$ cat config.mk
export PLATFORM = sky130hd
export DESIGN_NAME = gcd_host_seq
export DESIGN_NICKNAME = d
export VERILOG_FILES = /design/src/rtl/gcd_host_seq.sv
export SDC_FILE = /design/constraint.sdc
export NUM_CORES = 1
export LEC_CHECK = 0
export ABC_CLOCK_PERIOD_IN_PS = 2600
export CAP_MARGIN = 10
export CELL_PAD_IN_SITES_DETAIL_PLACEMENT = 1
export CELL_PAD_IN_SITES_GLOBAL_PLACEMENT = 2
export CORE_MARGIN = 8
export CORE_UTILIZATION = 31
export DETAILED_ROUTE_END_ITERATION = 6
export PLACE_DENSITY = 0.8
export SLEW_MARGIN = 40
export SYNTH_ARGS = -nofsm -noshare
export SYNTH_HDL_FRONTEND = slang
export SYNTH_SLANG_ARGS = --single-unit
$ cat constraint.sdc
create_clock -name clk -period 2.6 [get_ports clk]
set_input_delay 0.52 -clock clk [delete_from_list [all_inputs] [get_ports clk]]
set_output_delay 0.52 -clock clk [all_outputs]
set_load 0.05 [all_outputs]
$ cat src/rtl/gcd_host_seq.sv
`default_nettype none
// ============================================================================
//  Module      : gcd_host_seq
//  Description : Host-side sequencer for the subtractive GCD core. Accepts an
//                operand pair over valid/ready, serially loads the core
//                (start + A, start + B), waits for done, and returns result and
//                compute-cycle count over valid/ready. Zero operands bypass
//                the core.
//                Optional watchdog in WAIT: define GCD_TIMEOUT_EN.
//  Revision    : 1.0 - initial release
// ============================================================================
module gcd_host_seq #(
    parameter int WIDTH          = 16,
    parameter int TIMEOUT_CYCLES = 1024
) (
    input  logic             clk,
    input  logic             rst_n,
    input  logic             op_valid,
    output logic             op_ready,
    input  logic [WIDTH-1:0] op_a,
    input  logic [WIDTH-1:0] op_b,
    output logic             gcd_start,
    output logic [WIDTH-1:0] gcd_data,
    input  logic             gcd_done,
    input  logic [WIDTH-1:0] gcd_result,
    output logic             res_valid,
    input  logic             res_ready,
    output logic [WIDTH-1:0] res_data,
    output logic [15:0]      res_cycles,
    output logic             res_err
);

    typedef enum logic [2:0] {
        S_IDLE   = 3'd0,
        S_LOAD_A = 3'd1,
        S_LOAD_B = 3'd2,
        S_WAIT   = 3'd3,
        S_RESP   = 3'd4
    } state_t;

    state_t           state;
    state_t           state_nxt;
    logic [WIDTH-1:0] b_hold;
    logic [15:0]      cyc_cnt;
    logic [15:0]      cyc_inc;
    logic             any_zero;
    logic             timeout_hit;

    // Saturating increment: a long-running core must not wrap the count.
    assign cyc_inc  = (cyc_cnt == 16'hFFFF) ? cyc_cnt : cyc_cnt + 16'd1;
    assign any_zero = (op_a == '0) || (op_b == '0);

`ifdef GCD_TIMEOUT_EN
    localparam logic [15:0] TIMEOUT_LIM = 16'(TIMEOUT_CYCLES);

    logic err_q;

    // Watchdog fires on the WAIT cycle that would bring the count to the limit;
    // a done arriving on that same cycle still wins.
    assign timeout_hit = (cyc_inc == TIMEOUT_LIM);
    assign res_err     = err_q;

    // Error flag: set on watchdog expiry, cleared when the next pair is taken.
    always_ff @(posedge clk or negedge rst_n) begin
        if (!rst_n) begin
            err_q <= 1'b0;
        end else if (state == S_IDLE && op_valid) begin
            err_q <= 1'b0;
        end else if (state == S_WAIT && !gcd_done && timeout_hit) begin
            err_q <= 1'b1;
        end
    end
`else
    logic unused_timeout_cfg;

    // Without the watchdog the limit has no function; keep a sink for it.
    assign unused_timeout_cfg = (TIMEOUT_CYCLES != 0);
    assign timeout_hit        = 1'b0;
    assign res_err            = 1'b0;
`endif

    // Sequencer state register.
    always_ff @(posedge clk or negedge rst_n) begin
        if (!rst_n) begin
            state <= S_IDLE;
        end else begin
            state <= state_nxt;
        end
    end

    // Next-state decode; op_ready is high exactly in IDLE, so op_valid alone
    // marks an accept there.
    always_comb begin
        state_nxt = state;
        case (state)
            S_IDLE:   if (op_valid) state_nxt = any_zero ? S_RESP : S_LOAD_A;
            S_LOAD_A: state_nxt = S_LOAD_B;
            S_LOAD_B: state_nxt = S_WAIT;
            S_WAIT:   if (gcd_done || timeout_hit) state_nxt = S_RESP;
            S_RESP:   if (res_ready) state_nxt = S_IDLE;
            default:  state_nxt = S_IDLE;
        endcase
    end

    // Registered handshake/strobe outputs, decoded from the upcoming state so
    // they line up with the state they describe.
    always_ff @(posedge clk or negedge rst_n) begin
        if (!rst_n) begin
            op_ready  <= 1'b1;
            gcd_start <= 1'b0;
            res_valid <= 1'b0;
        end else begin
            op_ready  <= (state_nxt == S_IDLE);
            gcd_start <= (state_nxt == S_LOAD_A) || (state_nxt == S_LOAD_B);
            res_valid <= (state_nxt == S_RESP);
        end
    end

    // Datapath: operand capture, serial bus, cycle counter and result capture.
    // gcd_data doubles as the A holding register.
    always_ff @(posedge clk or negedge rst_n) begin
        if (!rst_n) begin
            b_hold     <= '0;
            gcd_data   <= '0;
            cyc_cnt    <= '0;
            res_data   <= '0;
            res_cycles <= '0;
        end else begin
            case (state)
                S_IDLE: begin
                    if (op_valid) begin
                        b_hold  <= op_b;
                        cyc_cnt <= '0;
                        if (any_zero) begin
                            res_data   <= op_a | op_b;
                            res_cycles <= '0;
                        end else begin
                            gcd_data <= op_a;
                        end
                    end
                end
                S_LOAD_A: gcd_data <= b_hold;
                S_WAIT: begin
                    cyc_cnt <= cyc_inc;
                    if (gcd_done) begin
                        res_data   <= gcd_result;
                        res_cycles <= cyc_inc;
                    end else if (timeout_hit) begin
                        res_data   <= '0;
                        res_cycles <= cyc_inc;
                    end
                end
                default: ;
            endcase
        end
    end

endmodule
`default_nettype wire

[Yosys cells after proc, flatten, opt, wreduce, memory -nomap -nowiden]
Cells that the tools add are included.
Storage, ports and cells
  input port bits: 53
  output and inout bits: 52
  register bits after elaboration: 86
Operators by class
  bitwise logic cells: 1
  $add $sub $neg: 1
  reductions and logical operators: 12
  muxes and demuxes: 19
  equality and inequality tests: 12
Operators with widths (number)
  $mux 16: 10
  $pmux 16 s2: 4
  $logic_not 16->1: 2
  $add 16x1->16 const B: 1
  $eq 16x16->1 const B: 1
  $or 16x16->16: 1
  $pmux 3 s5: 1
  $mux 3: 4
  $eq 3x2->1 const B: 3
  $ne 2x2->1 const B: 4
  $eq 3x1->1 const B: 2
  $eq 3x3->1 const B: 2
  $logic_not 3->1: 2
  $reduce_and 2->1: 2
  $reduce_and 4->1: 1
  $reduce_bool 2->1: 2
  $reduce_and 3->1: 1
  $logic_or 1x1->1: 2

[Depth between registers and ports, before layout]
  depth in word-level cells: 7
  gate-level depth with buffers: 7
  depth with buffers taken out: 6

[Worst setup path after synthesis]
OpenSTA, ideal clock, no wires.
  kind: reg-to-reg
  start: register cyc_cnt[0]
  end: register res_cycles[0]
  setup time: 125 ps
  cell stages (with the launch flop): 7
  data required time: 2475 ps
  slack: 755 ps
  clock period less this slack: 1845 ps
  data arrival time: 1720 ps
  buffers on the path: 0
  path through: dfrtp_1 ha_1 nand3_2 or3_4 o41ai_2 a21oi_1 mux2_2
Between the ends
  longest elaborated chain between the ends: 4
  elaborated cells between the ends (all ways): 5
  those cells by class: add/sub: 1; eq/ne: 1; mux: 3
Ends and longest elaborated chain
  start, declared: RTL line 44  | logic [15:0] cyc_cnt;
  start signal, assigned: RTL line 144  | cyc_cnt <= cyc_inc;
  $add 16x1->16 / $eq 16x16->1 (equally long branches): RTL line 50  | assign cyc_inc = (cyc_cnt == 16'hFFFF) ? cyc_cnt : cyc_cnt + 16'd1;
  $mux 16 *: RTL line 50
  $mux 16 *: RTL line 145  | if (gcd_done) begin
  $pmux 16 s2 *: RTL line 129  | case (state)
  end signal, assigned: RTL line 147  | res_cycles <= cyc_inc;
  end signal, assigned: RTL line 150  | res_cycles <= cyc_inc;
  end, declared: RTL line 29  | output logic [15:0] res_cycles,
Every way passes the cells marked *; elsewhere a longest branch is shown, timed or not. The select of a mux whose other input is x is not followed.
A chain may end at the register's enable or synchronous reset.

[Final worst setup path]
  start: input port op_b[3]
  end: register res_cycles[4]
Between the ends
  longest elaborated chain between the ends: 4
Ends and longest elaborated chain
  start, declared: RTL line 21  | input logic [WIDTH-1:0] op_b,
  $logic_not 16->1: RTL line 51  | assign any_zero = (op_a == '0) || (op_b == '0);
  $logic_or 1x1->1: RTL line 51
  $ne 2x2->1 (no line)
  $reduce_and 4->1 (no line)
Every way passes these cells.

==> run_summary.xml <==
<?xml version="1.0" encoding="UTF-8"?>
<metrics>
  <group name="run_status">
    <metric name="outcome" unit="">completed</metric>
  </group>
  <group name="route">
    <metric name="routed_wire_length_per_instance" unit="um">19.0</metric>
    <metric name="detail_route.vias_per_cell" unit="">5.14</metric>
    <metric name="drt-pass1-iter-count" unit="">4</metric>
    <metric name="detailroute.via_count" unit="">3569</metric>
    <metric name="detail_route.iter0.violations" unit="">162</metric>
    <metric name="routed_wl" unit="um">13200</metric>
    <metric name="drc" unit="">0</metric>
    <metric name="drtAntennaViolNets" unit="">0</metric>
  </group>
  <group name="timing">
    <metric name="max_slew.worst_pin.slew" unit="ps">647</metric>
    <metric name="final.setup.tns" unit="ps">0</metric>
    <metric name="worst_hold_slack" unit="ps">172</metric>
    <metric name="final-setup-viol-count" unit="">0</metric>
    <metric name="maxSlewHeadroom" unit="">0.569</metric>
    <metric name="slew_viol_final" unit="">0</metric>
    <metric name="upper_clock_frequency_limit" unit="MHz">432</metric>
    <metric name="timing_hold_violations_final" unit="">0</metric>
    <metric name="fin_crit_sh" unit="">0.890</metric>
    <metric name="min_period" unit="ps">2310</metric>
    <metric name="worst_clock_skew" unit="ps">8.36</metric>
    <metric name="grt_setup_unrepaired" unit="">no</metric>
    <metric name="final_critical_path_setup_slack" unit="ps">286</metric>
  </group>
  <group name="worst_setup_path">
    <metric name="cp_startpoint_kind" unit="">input pin</metric>
    <metric name="required" unit="ps">2830</metric>
    <metric name="endpoint_kind" unit="">register</metric>
    <metric name="r2r_end" unit="">cyc_cnt[0]</metric>
    <metric name="worst_r2r_path_depth" unit="">6</metric>
    <metric name="worst-r2r-setup-slack" unit="ps">520</metric>
    <metric name="worstSetupPathType" unit="">in2reg</metric>
    <metric name="critical_path.top_delay_family" unit="">simple AND/OR/NAND/NOR gates</metric>
    <metric name="critical_path.max_fanout" unit="">11</metric>
    <metric name="slowest_delay" unit="ps">540</metric>
    <metric name="termination_of_the_worst_setup_path" unit="">res_cycles[4]</metric>
    <metric name="critical_path.startpoint" unit="">op_b[3]</metric>
    <metric name="signal_arrival_time_at_the_worst_endpoint" unit="ps">2540</metric>
    <metric name="critical_path_depth" unit="">7</metric>
    <metric name="critPathSlowestCell" unit="">sky130_fd_sc_hd__nor4_1</metric>
    <metric name="critical_path.n_buffers_inverters" unit="">2</metric>
    <metric name="critical_path.reg2reg.startpoint" unit="">cyc_cnt[0]</metric>
    <metric name="crit_chain" unit="">clkdlybuf4s50_1, nor4_1, nand4_1, nand2_1, a21oi_4, buf_4, mux2_2</metric>
  </group>
  <group name="layout">
    <metric name="finish.net_count" unit="">567</metric>
    <metric name="layout-drive-gt1-share" unit="">0.214</metric>
    <metric name="num-fill-cells" unit="">1469</metric>
    <metric name="finalCoreUtilization" unit="">0.439</metric>
    <metric name="diodes_inserted" unit="">0</metric>
    <metric name="syn_to_final_growth" unit="%">37.8</metric>
  </group>
  <group name="yosys">
    <metric name="synth-seq-cells" unit="">86</metric>
    <metric name="synth_most_common_cell" unit="">sky130_fd_sc_hd__dfrtp_1</metric>
    <metric name="yosys.area.top_type_share" unit="">0.502</metric>
    <metric name="synthCells" unit="">398</metric>
    <metric name="synthesis.area" unit="um^2">4240</metric>
    <metric name="synth-async-reset-ratio" unit="">1.00</metric>
    <metric name="netlist.top_cell.by_area" unit="">sky130_fd_sc_hd__dfrtp_1</metric>
    <metric name="synthesis.nets" unit="">452</metric>
    <metric name="synth_edf_count" unit="">0</metric>
    <metric name="synth.top_cells.by_count" unit="">85 x sky130_fd_sc_hd__dfrtp_1, 45 x sky130_fd_sc_hd__mux2_2, 30 x sky130_fd_sc_hd__nand2_1</metric>
    <metric name="postSynth.topFlopCell" unit="">sky130_fd_sc_hd__dfrtp_1</metric>
    <metric name="mean_cell_area_of_the_mapped_netlist" unit="um^2">10.7</metric>
    <metric name="yosys.cell_types.count" unit="">51</metric>
    <metric name="synth_top_cells_by_area" unit="">sky130_fd_sc_hd__dfrtp_1 50%, sky130_fd_sc_hd__mux2_2 12%, sky130_fd_sc_hd__o21ai_0 3.4%</metric>
    <metric name="synth.yosys.seq_area_share" unit="">0.508</metric>
    <metric name="yosys_synthesis_warning_count" unit="">0</metric>
  </group>
  <group name="cts">
    <metric name="ctsHtreeMaxLevel" unit="">3</metric>
    <metric name="holdBufCountCts" unit="">0</metric>
    <metric name="clk_pin_slew_worst_paths" unit="ps">70</metric>
    <metric name="post_cts_buffers" unit="">0</metric>
    <metric name="clk_root_buffer_cell" unit="">sky130_fd_sc_hd__clkbuf_16</metric>
    <metric name="cts_tree" unit="">yes</metric>
    <metric name="cts_resized" unit="">0</metric>
    <metric name="clockBufferDepth" unit="">2</metric>
    <metric name="clock_latency" unit="ps">350</metric>
    <metric name="tritoncts.num_buffers" unit="">9</metric>
    <metric name="clock_sink_count" unit="">86</metric>
  </group>
  <group name="placed_design">
    <metric name="hpwlAfterDp" unit="um">9870</metric>
    <metric name="placement.setup.worst_slack" unit="ps">-96.4</metric>
    <metric name="place.port_buffers" unit="">103</metric>
    <metric name="gp_congestion" unit="">0.865</metric>
  </group>
  <group name="floorplan">
    <metric name="placeable_core_region" unit="um^2">13300</metric>
    <metric name="fp.dieW" unit="um">133</metric>
    <metric name="ioPinCount" unit="">105</metric>
    <metric name="die_height" unit="um">133</metric>
    <metric name="design.die.area" unit="um^2">17700</metric>
    <metric name="starting_density_of_the_core" unit="">0.319</metric>
    <metric name="rows" unit="">42</metric>
  </group>
  <group name="hold_path">
    <metric name="min_delay_worst_type" unit="">in2async</metric>
  </group>
  <group name="global_routing">
    <metric name="grt_pass1_vias" unit="">3846</metric>
    <metric name="grt_usage" unit="">0.151</metric>
    <metric name="grt_start_max_net_pins" unit="">45</metric>
    <metric name="globalRoute.totalOverflow" unit="">0</metric>
    <metric name="grt_antenna_before_repair" unit="">0</metric>
    <metric name="grt_pass1_wl" unit="um">21400</metric>
  </group>
  <group name="power_and_ir_drop">
    <metric name="irDropWorstVdd" unit="mV">0.365</metric>
    <metric name="leakage_component_of_the_power" unit="nW">2.48</metric>
    <metric name="report.power.total" unit="mW">7.09</metric>
    <metric name="pwr_density_cell" unit="nW/um^2">1210</metric>
  </group>
  <group name="flow_run">
    <metric name="max_cap_viol" unit="">0</metric>
  </group>
</metrics>
-- worst min-delay path by stage --
stage | startpoint | end | slack (ps)
final | rst_n | gcd_data[2] | 170
after global routing | rst_n | gcd_data[14] | 200
after CTS | rst_n | gcd_data[2] | 180
after detailed placement | res_cycles[15] | res_cycles[15] | 490
after global placement | res_cycles[15] | res_cycles[15] | 490
after floorplan | rst_n | b_hold[0] | 220
-- kinds of logic after synthesis --
kind of cell	Yosys count	share of synthesized area
buffers and inverters	46	0.0534
AOI/OAI and AO/OA	107	0.165
other	1	0.000885
DFF	86	0.508
adders and majority gates	1	0.00295
and+or+nand+nor	105	0.133
muxes	51	0.134
xor gates and xnor gates	1	0.00207
-- worst reg2reg max path: cells and delay by family (launching register included) --
| family | cells | cell delay [ps] |
|---|---|---|
| compound gates | 1 | 340 |
| fa+ha+maj | 1 | 250 |
| flops | 1 | 470 |
| mux | 1 | 210 |
| simple gates | 3 | 760 |
-- flip-flops by register name (all words and copies together), names as in the netlist --
register,cells
b_hold,16
cyc_cnt,16
gcd_data,16
gcd_start,1
op_ready,1
res_cycles,16
res_data,16
res_valid,1
state,3
-- per-layer routing --
layer | track usage | vias to the layer above | wire, um | share of wire
met1 | 0.192 | 1792 | 6030 | 0.46
met3 | 0.0405 | 12 | 708 | 0.054
li1 | - | 1672 | - | -
met5 | 0 | - | 0 | 0
met4 | 0.0429 | 0 | 149 | 0.011
met2 | 0.246 | 93 | 6300 | 0.48
-- through the flow --
step	std cells	cell area (um^2)
after floorplan	398	4240
after global placement	678	5560
after detailed placement	678	5560
after CTS	694	5840
after global routing	694	5840
final	694	5840
-- where the power goes --
part,switching [mW],leakage (nW),internal (mW)
clock network,0.562,0.136,0.683
registers,0.361,1.06,1.86
logic,2.24,1.28,1.38
total,3.16,2.48,3.93
-- area by class of cell --
class | instances | area [um^2] | area share
flip-flops and latches | 86 | 2150 | 0.369
multi-input cells | 266 | 1870 | 0.320
repair buffers | 126 | 1230 | 0.210
clock buffers | 11 | 243 | 0.0415
well taps | 176 | 220 | 0.0377
inverters | 24 | 90.1 | 0.0154
clock inverters | 5 | 42.5 | 0.00728
-- cells in the final DEF, fill, tap and decap left out, types with 7 or more instances in the layout --
cell / count
sky130_fd_sc_hd__buf_4: 22
sky130_fd_sc_hd__nand3_1: 7
sky130_fd_sc_hd__clkdlybuf4s50_1: 102
sky130_fd_sc_hd__clkbuf_16: 9
sky130_fd_sc_hd__a21oi_2: 9
sky130_fd_sc_hd__o22ai_1: 16
sky130_fd_sc_hd__dfrtp_1: 85
sky130_fd_sc_hd__nand2_1: 30
sky130_fd_sc_hd__a21oi_1: 20
sky130_fd_sc_hd__mux2_2: 45
sky130_fd_sc_hd__nor2_1: 24
sky130_fd_sc_hd__o21ai_0: 29
sky130_fd_sc_hd__inv_1: 24
sky130_fd_sc_hd__a31oi_1: 11
sky130_fd_sc_hd__nor4_1: 12
Note: power is estimated with default switching activity, not from simulation.
